<file path="src/rtl/red_pitaya_pid_avg_pkg.sv">
// -----------------------------------------------------------------------------
// red_pitaya_pid_avg_pkg
// Shared definitions for the boxcar pre-filter in front of the MIMO PID:
//   - default sample width and maximum window depth
//   - accumulator width helper
//   - window-length clamp helper
// -----------------------------------------------------------------------------
package red_pitaya_pid_avg_pkg;

    localparam int AVG_DW    = 14;  // sample width, signed two's complement
    localparam int AVG_LOG2N = 4;   // log2 of the maximum window depth

    // The accumulator holds at most 2^log2n samples of dw bits each,
    // so dw+log2n bits can never overflow.
    function automatic int sum_width(input int dw, input int log2n);
        return dw + log2n;
    endfunction

    // Requested log2 window length, capped at the buffer depth.
    function automatic int clamp_len(input int len, input int log2n);
        return (len > log2n) ? log2n : len;
    endfunction

endpackage

</file>
<file path="src/rtl/red_pitaya_avg_ram.sv">
// -----------------------------------------------------------------------------
// red_pitaya_avg_ram
// N x DW circular sample buffer: one synchronous write port and one
// asynchronous read port, suited to distributed RAM. Contents are not reset.
//   clk_i    : write clock
//   we_i     : write enable
//   waddr_i  : write address
//   wdata_i  : write data
//   raddr_i  : read address (combinational read)
//   rdata_o  : read data
// -----------------------------------------------------------------------------
module red_pitaya_avg_ram #(
    parameter int DW = 14,
    parameter int AW = 4
) (
    input  logic          clk_i,
    input  logic          we_i,
    input  logic [AW-1:0] waddr_i,
    input  logic [DW-1:0] wdata_i,
    input  logic [AW-1:0] raddr_i,
    output logic [DW-1:0] rdata_o
);

    logic [DW-1:0] mem_q [2**AW];

    always_ff @(posedge clk_i) begin
        if (we_i) begin
            mem_q[waddr_i] <= wdata_i;
        end
    end

    // Read sees the pre-write value when raddr == waddr in the same cycle,
    // which is exactly the sample about to be overwritten (the oldest one).
    assign rdata_o = mem_q[raddr_i];

endmodule

</file>
<file path="src/rtl/red_pitaya_pid_avg.sv">
// -----------------------------------------------------------------------------
// red_pitaya_pid_avg
// Boxcar (moving-average) pre-filter between the ADC path and the PID input.
// Averages the last L = 2^min(len_i, LOG2N) signed samples, floor rounding.
//   clk_i     : ADC-domain clock
//   rst_i     : asynchronous active-high reset
//   dat_i     : input sample (signed)
//   dat_vld_i : input strobe, may be high every cycle
//   len_i     : log2 window length select (clamped to LOG2N)
//   clr_i     : synchronous window flush (wins over dat_vld_i)
//   dat_o     : averaged sample (signed), held between strobes
//   dat_vld_o : one-cycle strobe per new average
//   full_o    : window filled, averages valid; cleared by any flush
// Stream interface: dat_vld_i is a pure valid strobe with no ready; every
// strobed sample is accepted unless clr_i is high in the same cycle.
// Timing: sample in cycle t -> sum in t+1 -> dat_o/dat_vld_o in t+2.
// -----------------------------------------------------------------------------
module red_pitaya_pid_avg
    import red_pitaya_pid_avg_pkg::*;
#(
    parameter int DW    = AVG_DW,
    parameter int LOG2N = AVG_LOG2N
) (
    input  logic          clk_i,
    input  logic          rst_i,
    input  logic [DW-1:0] dat_i,
    input  logic          dat_vld_i,
    input  logic [3:0]    len_i,
    input  logic          clr_i,
    output logic [DW-1:0] dat_o,
    output logic          dat_vld_o,
    output logic          full_o
);

    localparam int SW = sum_width(DW, LOG2N);
    localparam int AW = LOG2N;
    localparam int LW = $clog2(LOG2N + 1);
    localparam int CW = AW + 1;             // fill count spans 0..N

    // State
    logic [AW-1:0]        wptr_q, wptr_d;
    logic [CW-1:0]        cnt_q, cnt_d;
    logic signed [SW-1:0] sum_q, sum_d;
    logic [LW-1:0]        len_q, len_d;
    logic                 pend_q, pend_d;   // sum_q holds a full-window total
    logic [DW-1:0]        dat_q, dat_d;
    logic                 vld_q, vld_d;
    logic                 full_q, full_d;

    // Datapath helpers
    logic [LW-1:0]        len_eff;
    logic [CW-1:0]        win_len;
    logic [AW-1:0]        rd_addr;
    logic [DW-1:0]        oldest;
    logic signed [SW-1:0] din_ext;
    logic signed [SW-1:0] old_ext;
    logic                 accept;
    logic                 len_chg;
    logic                 flush;
    logic                 at_full;

    red_pitaya_avg_ram #(
        .DW (DW),
        .AW (AW)
    ) u_ram (
        .clk_i   (clk_i),
        .we_i    (accept),
        .waddr_i (wptr_q),
        .wdata_i (dat_i),
        .raddr_i (rd_addr),
        .rdata_o (oldest)
    );

    always_comb begin
        len_eff = LW'(clamp_len(int'(len_i), LOG2N));
        win_len = CW'(1) << len_eff;
        // L == N truncates to 0, i.e. the slot about to be overwritten.
        rd_addr = wptr_q - win_len[AW-1:0];
        din_ext = {{LOG2N{dat_i[DW-1]}}, dat_i};
        old_ext = {{LOG2N{oldest[DW-1]}}, oldest};

        accept  = dat_vld_i && !clr_i;
        len_chg = accept && (len_eff != len_q);
        flush   = clr_i || len_chg;
        at_full = (cnt_q == win_len);

        wptr_d = wptr_q;
        cnt_d  = cnt_q;
        sum_d  = sum_q;
        len_d  = len_q;
        pend_d = 1'b0;
        dat_d  = dat_q;
        vld_d  = 1'b0;
        full_d = full_q;

        // Accumulator stage
        if (clr_i) begin
            sum_d = '0;
            cnt_d = '0;
        end else if (accept) begin
            wptr_d = wptr_q + AW'(1);
            len_d  = len_eff;
            if (len_chg) begin
                // The len-change sample starts the new window.
                sum_d = din_ext;
                cnt_d = CW'(1);
            end else begin
                sum_d = sum_q + din_ext - (at_full ? old_ext : '0);
                cnt_d = at_full ? cnt_q : cnt_q + CW'(1);
            end
            pend_d = (cnt_d == win_len);
        end

        // Output stage; a flush discards any average still in flight.
        if (flush) begin
            full_d = 1'b0;
        end else if (pend_q) begin
            dat_d  = DW'(sum_q >>> len_q);
            vld_d  = 1'b1;
            full_d = 1'b1;
        end
    end

    always_ff @(posedge clk_i or posedge rst_i) begin
        if (rst_i) begin
            wptr_q <= '0;
            cnt_q  <= '0;
            sum_q  <= '0;
            len_q  <= '0;
            pend_q <= 1'b0;
            dat_q  <= '0;
            vld_q  <= 1'b0;
            full_q <= 1'b0;
        end else begin
            wptr_q <= wptr_d;
            cnt_q  <= cnt_d;
            sum_q  <= sum_d;
            len_q  <= len_d;
            pend_q <= pend_d;
            dat_q  <= dat_d;
            vld_q  <= vld_d;
            full_q <= full_d;
        end
    end

    assign dat_o     = dat_q;
    assign dat_vld_o = vld_q;
    assign full_o    = full_q;

endmodule
</file>
<file path="config.mk">
export PLATFORM = sky130hd
export DESIGN_NAME = red_pitaya_pid_avg
export DESIGN_NICKNAME = d
export VERILOG_FILES = /design/src/rtl/red_pitaya_pid_avg_pkg.sv /design/src/rtl/red_pitaya_avg_ram.sv /design/src/rtl/red_pitaya_pid_avg.sv
export SDC_FILE = /design/constraint.sdc
export NUM_CORES = 1
export LEC_CHECK = 0
export BUFFER_PORTS_ARGS = -buffer_cell sky130_fd_sc_hd__buf_4
export CORE_UTILIZATION = 40
export DETAILED_ROUTE_END_ITERATION = 8
export SYNTH_ARGS = -nofsm -noshare
export SYNTH_HDL_FRONTEND = slang
export SYNTH_SLANG_ARGS = --single-unit
</file>
<file path="constraint.sdc">
create_clock -name clk_i -period 5.4 [get_ports clk_i]
set_input_delay 0.27 -clock clk_i [delete_from_list [all_inputs] [get_ports clk_i]]
set_output_delay 0.27 -clock clk_i [all_outputs]
set_load 0.01 [all_outputs]
</file>
# Word level (Yosys, flattened, before mapping)
# Memories as Yosys holds them, arrays and structs flattened.
# Cells that the tools add are included.
# word_totals
reg_bits	47
elab_cells	49
mem_bits_rw	224
n_memories	1
# mem_list
memory	words	width	read_ports	rd_clocked_by_memory_dff	wr	line_no	rtl
u_ram.mem_q	16	14	1	0	1	red_pitaya_avg_ram.sv:24	logic [DW-1:0] mem_q [2**AW];
# classes
n_mux	19
n_shift	2
bitwise_logic	2
add_sub_neg	5
n_eq_ne	3
n_lt_le_gt_ge	1
n_reduce_logical	8
# op_table
operator	count
18-bit 2-to-1 mux	4
5-bit 2-to-1 mux	6
18-bit adder	1
18-bit by 3-bit >>> shifter with 14-bit output	1
18-bit subtractor	1
5-bit == test	2
1-bit 2-to-1 mux	8
5-bit by 1-bit adder with 5-bit output (second input constant)	1
1-bit by 3-bit left shift with 5-bit output (first input constant)	1
4-bit by 1-bit adder with 4-bit output (second input constant)	1
4-bit by 3-bit > comparator with 1-bit output (second input constant)	1
2-bit AND reduction	2
2-bit nonzero test	2
4-bit subtractor	1
3-bit 2-to-1 mux	1
3-bit != test	1
1-bit logical AND	2
1-bit NOT	2
1-bit zero test	1
1-bit logical OR	1

# Depth between registers and ports, before layout
# depth
word_depth	11
depth_mapped	22
ltp_nobuf	21

# Cells and area by module
# From an unflattened synthesis, not the netlist that was laid out.
# unflattened
cells_unflattened	922
area_unflattened_um2	12858.6
# modules_own_cells
mod	area_per_inst_um2	cells_per_inst	instances
red_pitaya_avg_ram	8483.1	365	1
red_pitaya_pid_avg	4375.4	557	1

# Worst setup path before layout
# No wires, ideal clock.
# synth_path
path_kind	input port to flip-flop
startpoint	input len_i[3]
endpoint	register sum_q[17]
n_path_buf	3
cell_stages	20
t_required_ns	5.259
arrival_ns	5.016
setup_slack_ns	0.243
setup_time_ns	0.141
path_cell_list	nor2_1 > nand2_1 > or2_2 > fa_1 > clkbuf_1 > clkbuf_1 > mux4_2 > mux2i_1 > o22ai_1 > fa_1 > inv_1 > ha_1 > buf_2 > a21o_2 > a21o_2 > a2111oi_0 > o31ai_1 > o31ai_1 > xnor2_1 > o21ai_0
# synth_between
elab_chain_cells	10
# synth_lines
item	line_no	rtl
start, declared	red_pitaya_pid_avg.sv:28	input logic [3:0] len_i,
4-bit by 3-bit > comparator with 1-bit output *	red_pitaya_pid_avg_pkg.sv:21	return (len > log2n) ? log2n : len;
3-bit 2-to-1 mux *	red_pitaya_pid_avg_pkg.sv:21	
1-bit by 3-bit left shift with 5-bit output	red_pitaya_pid_avg.sv:76	win_len = CW'(1) << len_eff;
4-bit subtractor	red_pitaya_pid_avg.sv:78	rd_addr = wptr_q - win_len[AW-1:0];
memory read 16 x 14 bit	-	
18-bit 2-to-1 mux	red_pitaya_pid_avg.sv:108	sum_d = sum_q + din_ext - (at_full ? old_ext : '0);
18-bit subtractor	red_pitaya_pid_avg.sv:108	
18-bit 2-to-1 mux *	red_pitaya_pid_avg.sv:103	if (len_chg) begin
18-bit 2-to-1 mux *	red_pitaya_pid_avg.sv:100	end else if (accept) begin
18-bit 2-to-1 mux *	red_pitaya_pid_avg.sv:97	if (clr_i) begin
end signal, assigned	red_pitaya_pid_avg.sv:137	sum_q <= sum_d;
end, declared	red_pitaya_pid_avg.sv:43	logic signed [SW-1:0] sum_q, sum_d;
# Mark *: on every way between the ends. The rest lies on a longest branch, timed or not. The select of a mux whose other input is x is not followed.
# A chain may end at the register's enable or synchronous reset.

# Worst setup path in the final report
# layout_path
startpoint	register wptr_q[0]
endpoint	register sum_q[16]
# layout_between
elab_chain_cells	7
# layout_lines
item	line_no	rtl
start, declared	red_pitaya_pid_avg.sv:41	logic [AW-1:0] wptr_q, wptr_d;
start signal, assigned	red_pitaya_pid_avg.sv:135	wptr_q <= wptr_d;
4-bit subtractor	red_pitaya_pid_avg.sv:78	
memory read 16 x 14 bit	-	
18-bit 2-to-1 mux	red_pitaya_pid_avg.sv:108	
18-bit subtractor	red_pitaya_pid_avg.sv:108	
18-bit 2-to-1 mux	red_pitaya_pid_avg.sv:103	
18-bit 2-to-1 mux	red_pitaya_pid_avg.sv:100	
18-bit 2-to-1 mux	red_pitaya_pid_avg.sv:97	
# Every way passes these cells. The select of a mux whose other input is x is not followed.

==> qor.yml <==
async_flop_share: 0.1734
internal_power_mw: 4.780
critPathMaxFanout: 23
grtUsageMet2: 0.2953
synth-seq-cells: 271
cts_root_buffer: "clkbuf_16"
p_total_mw: 7.116
setup_viol: 0
gp_congestion: 0.8926
die-width_um: 182.8
worst_pin_slew_ns: 1.007
syn_avg_cell_area_um2: 14.80
netlist_area_um2: 13070
relSlewSlack: 0.3275
antenna_left: 0
first_pass_iters: 5
die_area_um2: 33400
power_frac_clock: 0.269
viasPerCell: 5.339
clk_pin_slew_ns: 0.07
min_delay_path_depth: 1
wire_per_inst_um: 20.60
maxCapViolations: 0
outcome: "finished clean"
start_kind: "flop"
rr_worst_depth: 19
path_class: "flop to flop"
fmax_mhz: 198.6
synth_top_flop_cell: "edfxtp_1"
grtUsageMet1: 0.2466
insertion_delay_ns: 0.57
drt_iter0_markers: 531
r2r_slack_ns: 0.36
synthCells: 883
cts_max_level: 1
clkSinkCount: 271
hold_viol: 0
ios: 38
slowest_delay_ns: 0.59
syn2layout_area_growth_pct: 14.72
hpwl_um: 18910
initial_core_util: 0.4099
diodes: 0
power.switching_mw: 2.336
path_cells: "inv_1 -> and3_1 -> inv_1 -> fa_2 -> buf_12 -> buf_4 -> mux4_1 -> mux2i_1 -> o22ai_1 -> fa_1 -> inv_1 -> ha_1 -> a21o_1 -> a21oi_1 -> o21ai_0 -> or4_1 -> o21ai_1 -> mux2i_1 -> nand2_1"
grt_pass1_vias: 7555
cpMostUsedCell: "inv_1"
peakVddDrop_mv: 0.2895
required_ns: 5.85
crit_path_end_kind: "flop"
slowest_stage: "fa_2"
fin_util: 0.4703
core_um2: 31880
yosys_warnings: 0
ys_seq_area_frac: 0.6047
gr-max-usage-layer: "met2"
finalCritPeriodShare: 0.9324
grt_pass1_wl_um: 45130
grt_max_degree: 48
portBuffers: 37
r2r-start: "wptr_q[0]"
min_to: "u_ram.mem_q[11][1]"
reg2reg_to: "sum_q[16]"
cts_buffer_depth: 3
hold_path_class: "input port to flop"
drcViolationCount: 0
rsz0062_at_grt: "false"
cts_tree: "yes"
globalRouteTotalUtil: 0.1780
min_from: "dat_i[1]"
timing.final.crit_period_ns: 5.035
drv_slew: 0
antenna_found_initial: 0
core.rowCount: 65
synth_edf_count: 224
synth_nets: 949
cp.arrival_ns: 5.49
synth_cell_types: 70
switching_share: 0.3283
vias: 7522
grt_overflow_total: 0
grt_use_met3: 0.02442
fin_skew_ns: 0.01691
p_comb_frac: 0.375
leakage_nw: 5.585
numCtsBuffers: 29
power_density_nw_per_um2: 474.6
die_h_um: 182.8
wirelength_um: 29020
drive_above_1_share: 0.1899
seq_power_share: 0.356
layout.nets: 1017
-- area by class of cell --
type / count / area (um2)
fill: 2791 / 16890
sequential: 271 / 7903
multi-input combinational: 492 / 4701
clock buffer: 36 / 752.0
timing repair buffer: 80 / 640.6
tap: 435 / 544.3
inverter: 77 / 289.0
clock inverter: 18 / 163.9
-- what timing repair did --
action	CTS	global route
hold buffers	1	0
setup endpoints to repair	0	2
setup buffers	0	0
gates resized for setup	0	4
hold endpoints to repair	31	0
-- stage by stage --
step | setup TNS, ns | hold WS [ns] | cells | setup WS, ns | cell area (um2)
global route | 0 | 0.03338 | 1409 | 0.006098 | 14990
floorplan | 0 | 0.3689 | 883 | 0.2433 | 13070
global placement | -0.01133 | 0.5085 | 1354 | -0.01133 | 14060
CTS | 0 | 0.004673 | 1409 | 0.2873 | 14990
finish | 0 | 0.03048 | 1409 | 0.3648 | 14990
detailed placement | -0.05471 | 0.5026 | 1354 | -0.05471 | 14060
-- critical path, delay by kind of cell (launching register included) --
family | cells | cell delay (ns)
DFF | 1 | 0.46
adders and majority gates | 3 | 1.44
and+or+nand+nor | 3 | 0.74
AOI/OAI and AO/OA | 5 | 0.81
muxes | 3 | 0.77
buffers and inverters | 5 | 0.70
-- power by group through the flow --
stage | Clock, mW | Sequential [mW] | Combinational [mW]
floorplan | 0 | 2.52 | 1.98
global placement | 0 | 2.57 | 2.67
detailed placement | 0 | 2.58 | 2.67
CTS | 1.96 | 2.53 | 2.69
global route | 2.03 | 2.55 | 2.92
finish | 1.92 | 2.53 | 2.67
-- synthesized netlist by cell type (4+ instances only) --
master	count	area (um2)
inv_1	77	289.0
mux2i_1	58	580.6
nor2b_1	7	43.79
a211oi_1	9	67.56
nand3_1	6	30.03
o211ai_1	5	37.54
xnor2_1	15	131.4
a31oi_1	5	31.28
a21o_2	4	35.03
a311oi_1	6	52.55
dfrtp_1	47	1176
nand2_1	36	135.1
o21a_1	4	30.03
buf_6	6	67.56
ha_1	26	325.3
a21oi_1	39	195.2
edfxtp_1	224	6726
o31ai_1	7	52.55
nand4_1	5	31.28
nor2_1	62	232.7
clkbuf_1	20	75.07
buf_1	6	22.52
mux4_2	35	788.3
o22ai_1	14	87.58
mux4_1	25	656.9
buf_2	8	40.04
nand2b_1	6	37.54
xor2_1	7	61.31
nor3_1	12	60.06
fa_1	18	360.4
o21ai_0	29	145.1
-- how the worst max path moves through the flow --
stage | start | depth (start not counted) | endpoint
after floorplan | len_i[3] | 20 | sum_q[17]
after global placement | len_i[3] | 22 | sum_q[17]
after detailed placement | len_i[3] | 22 | sum_q[17]
after CTS | wptr_q[0] | 19 | sum_q[16]
after global routing | wptr_q[0] | 20 | sum_q[17]
final | wptr_q[0] | 19 | sum_q[16]
-- logic make-up (layout without fill, tap and decap cells) --
logic type	Yosys count	count (layout)	share of synthesized area
buffers and inverters	120	211	0.03954
AOI/OAI and AO/OA	147	147	0.07228
muxes	120	120	0.1567
and+or+nand+nor	158	158	0.05831
adders and majority gates	44	44	0.05247
DFF	271	271	0.6047
xor gates and xnor gates	23	23	0.01599
-- registers in the layout, indices dropped and copies added, names as in the netlist --
register,flops
pend_q,1
cnt_q,5
u_ram.mem_q,224
wptr_q,4
full_o,1
sum_q,18
len_q,3
dat_o,14
dat_vld_o,1
-- cells in the final DEF (no fill, tap or decap), types with 5 or more instances in the layout --
master / netlist / routed
dfrtp_1: 47 / 47
xor2_1: 7 / 7
nand3_1: 6 / 6
inv_1: 77 / 76
nand4_1: 5 / 5
fa_1: 18 / 17
a311oi_1: 6 / 6
o31ai_1: 7 / 7
nor2b_1: 7 / 7
nand2_1: 36 / 36
nand2b_1: 6 / 6
a21oi_1: 39 / 39
mux4_2: 35 / 35
a211oi_1: 9 / 8
o22ai_1: 14 / 14
clkinv_2: 0 / 6
mux4_1: 25 / 25
edfxtp_1: 224 / 224
xnor2_1: 15 / 14
nor3_1: 12 / 8
nor3_2: 1 / 5
buf_4: 3 / 76
o211ai_1: 5 / 5
clkbuf_1: 20 / 7
nor2_1: 62 / 62
mux2i_1: 58 / 58
clkbuf_16: 0 / 29
a31oi_1: 5 / 5
ha_1: 26 / 26
o21ai_0: 29 / 27
-- layer usage --
layer / part of all wire / up-vias
li1: - / 3498
met1: 0.45 / 3787
met2: 0.48 / 185
met3: 0.048 / 52
met4: 0.028 / 0
met5: 0 / -
Power figures use the tool's default switching activity.
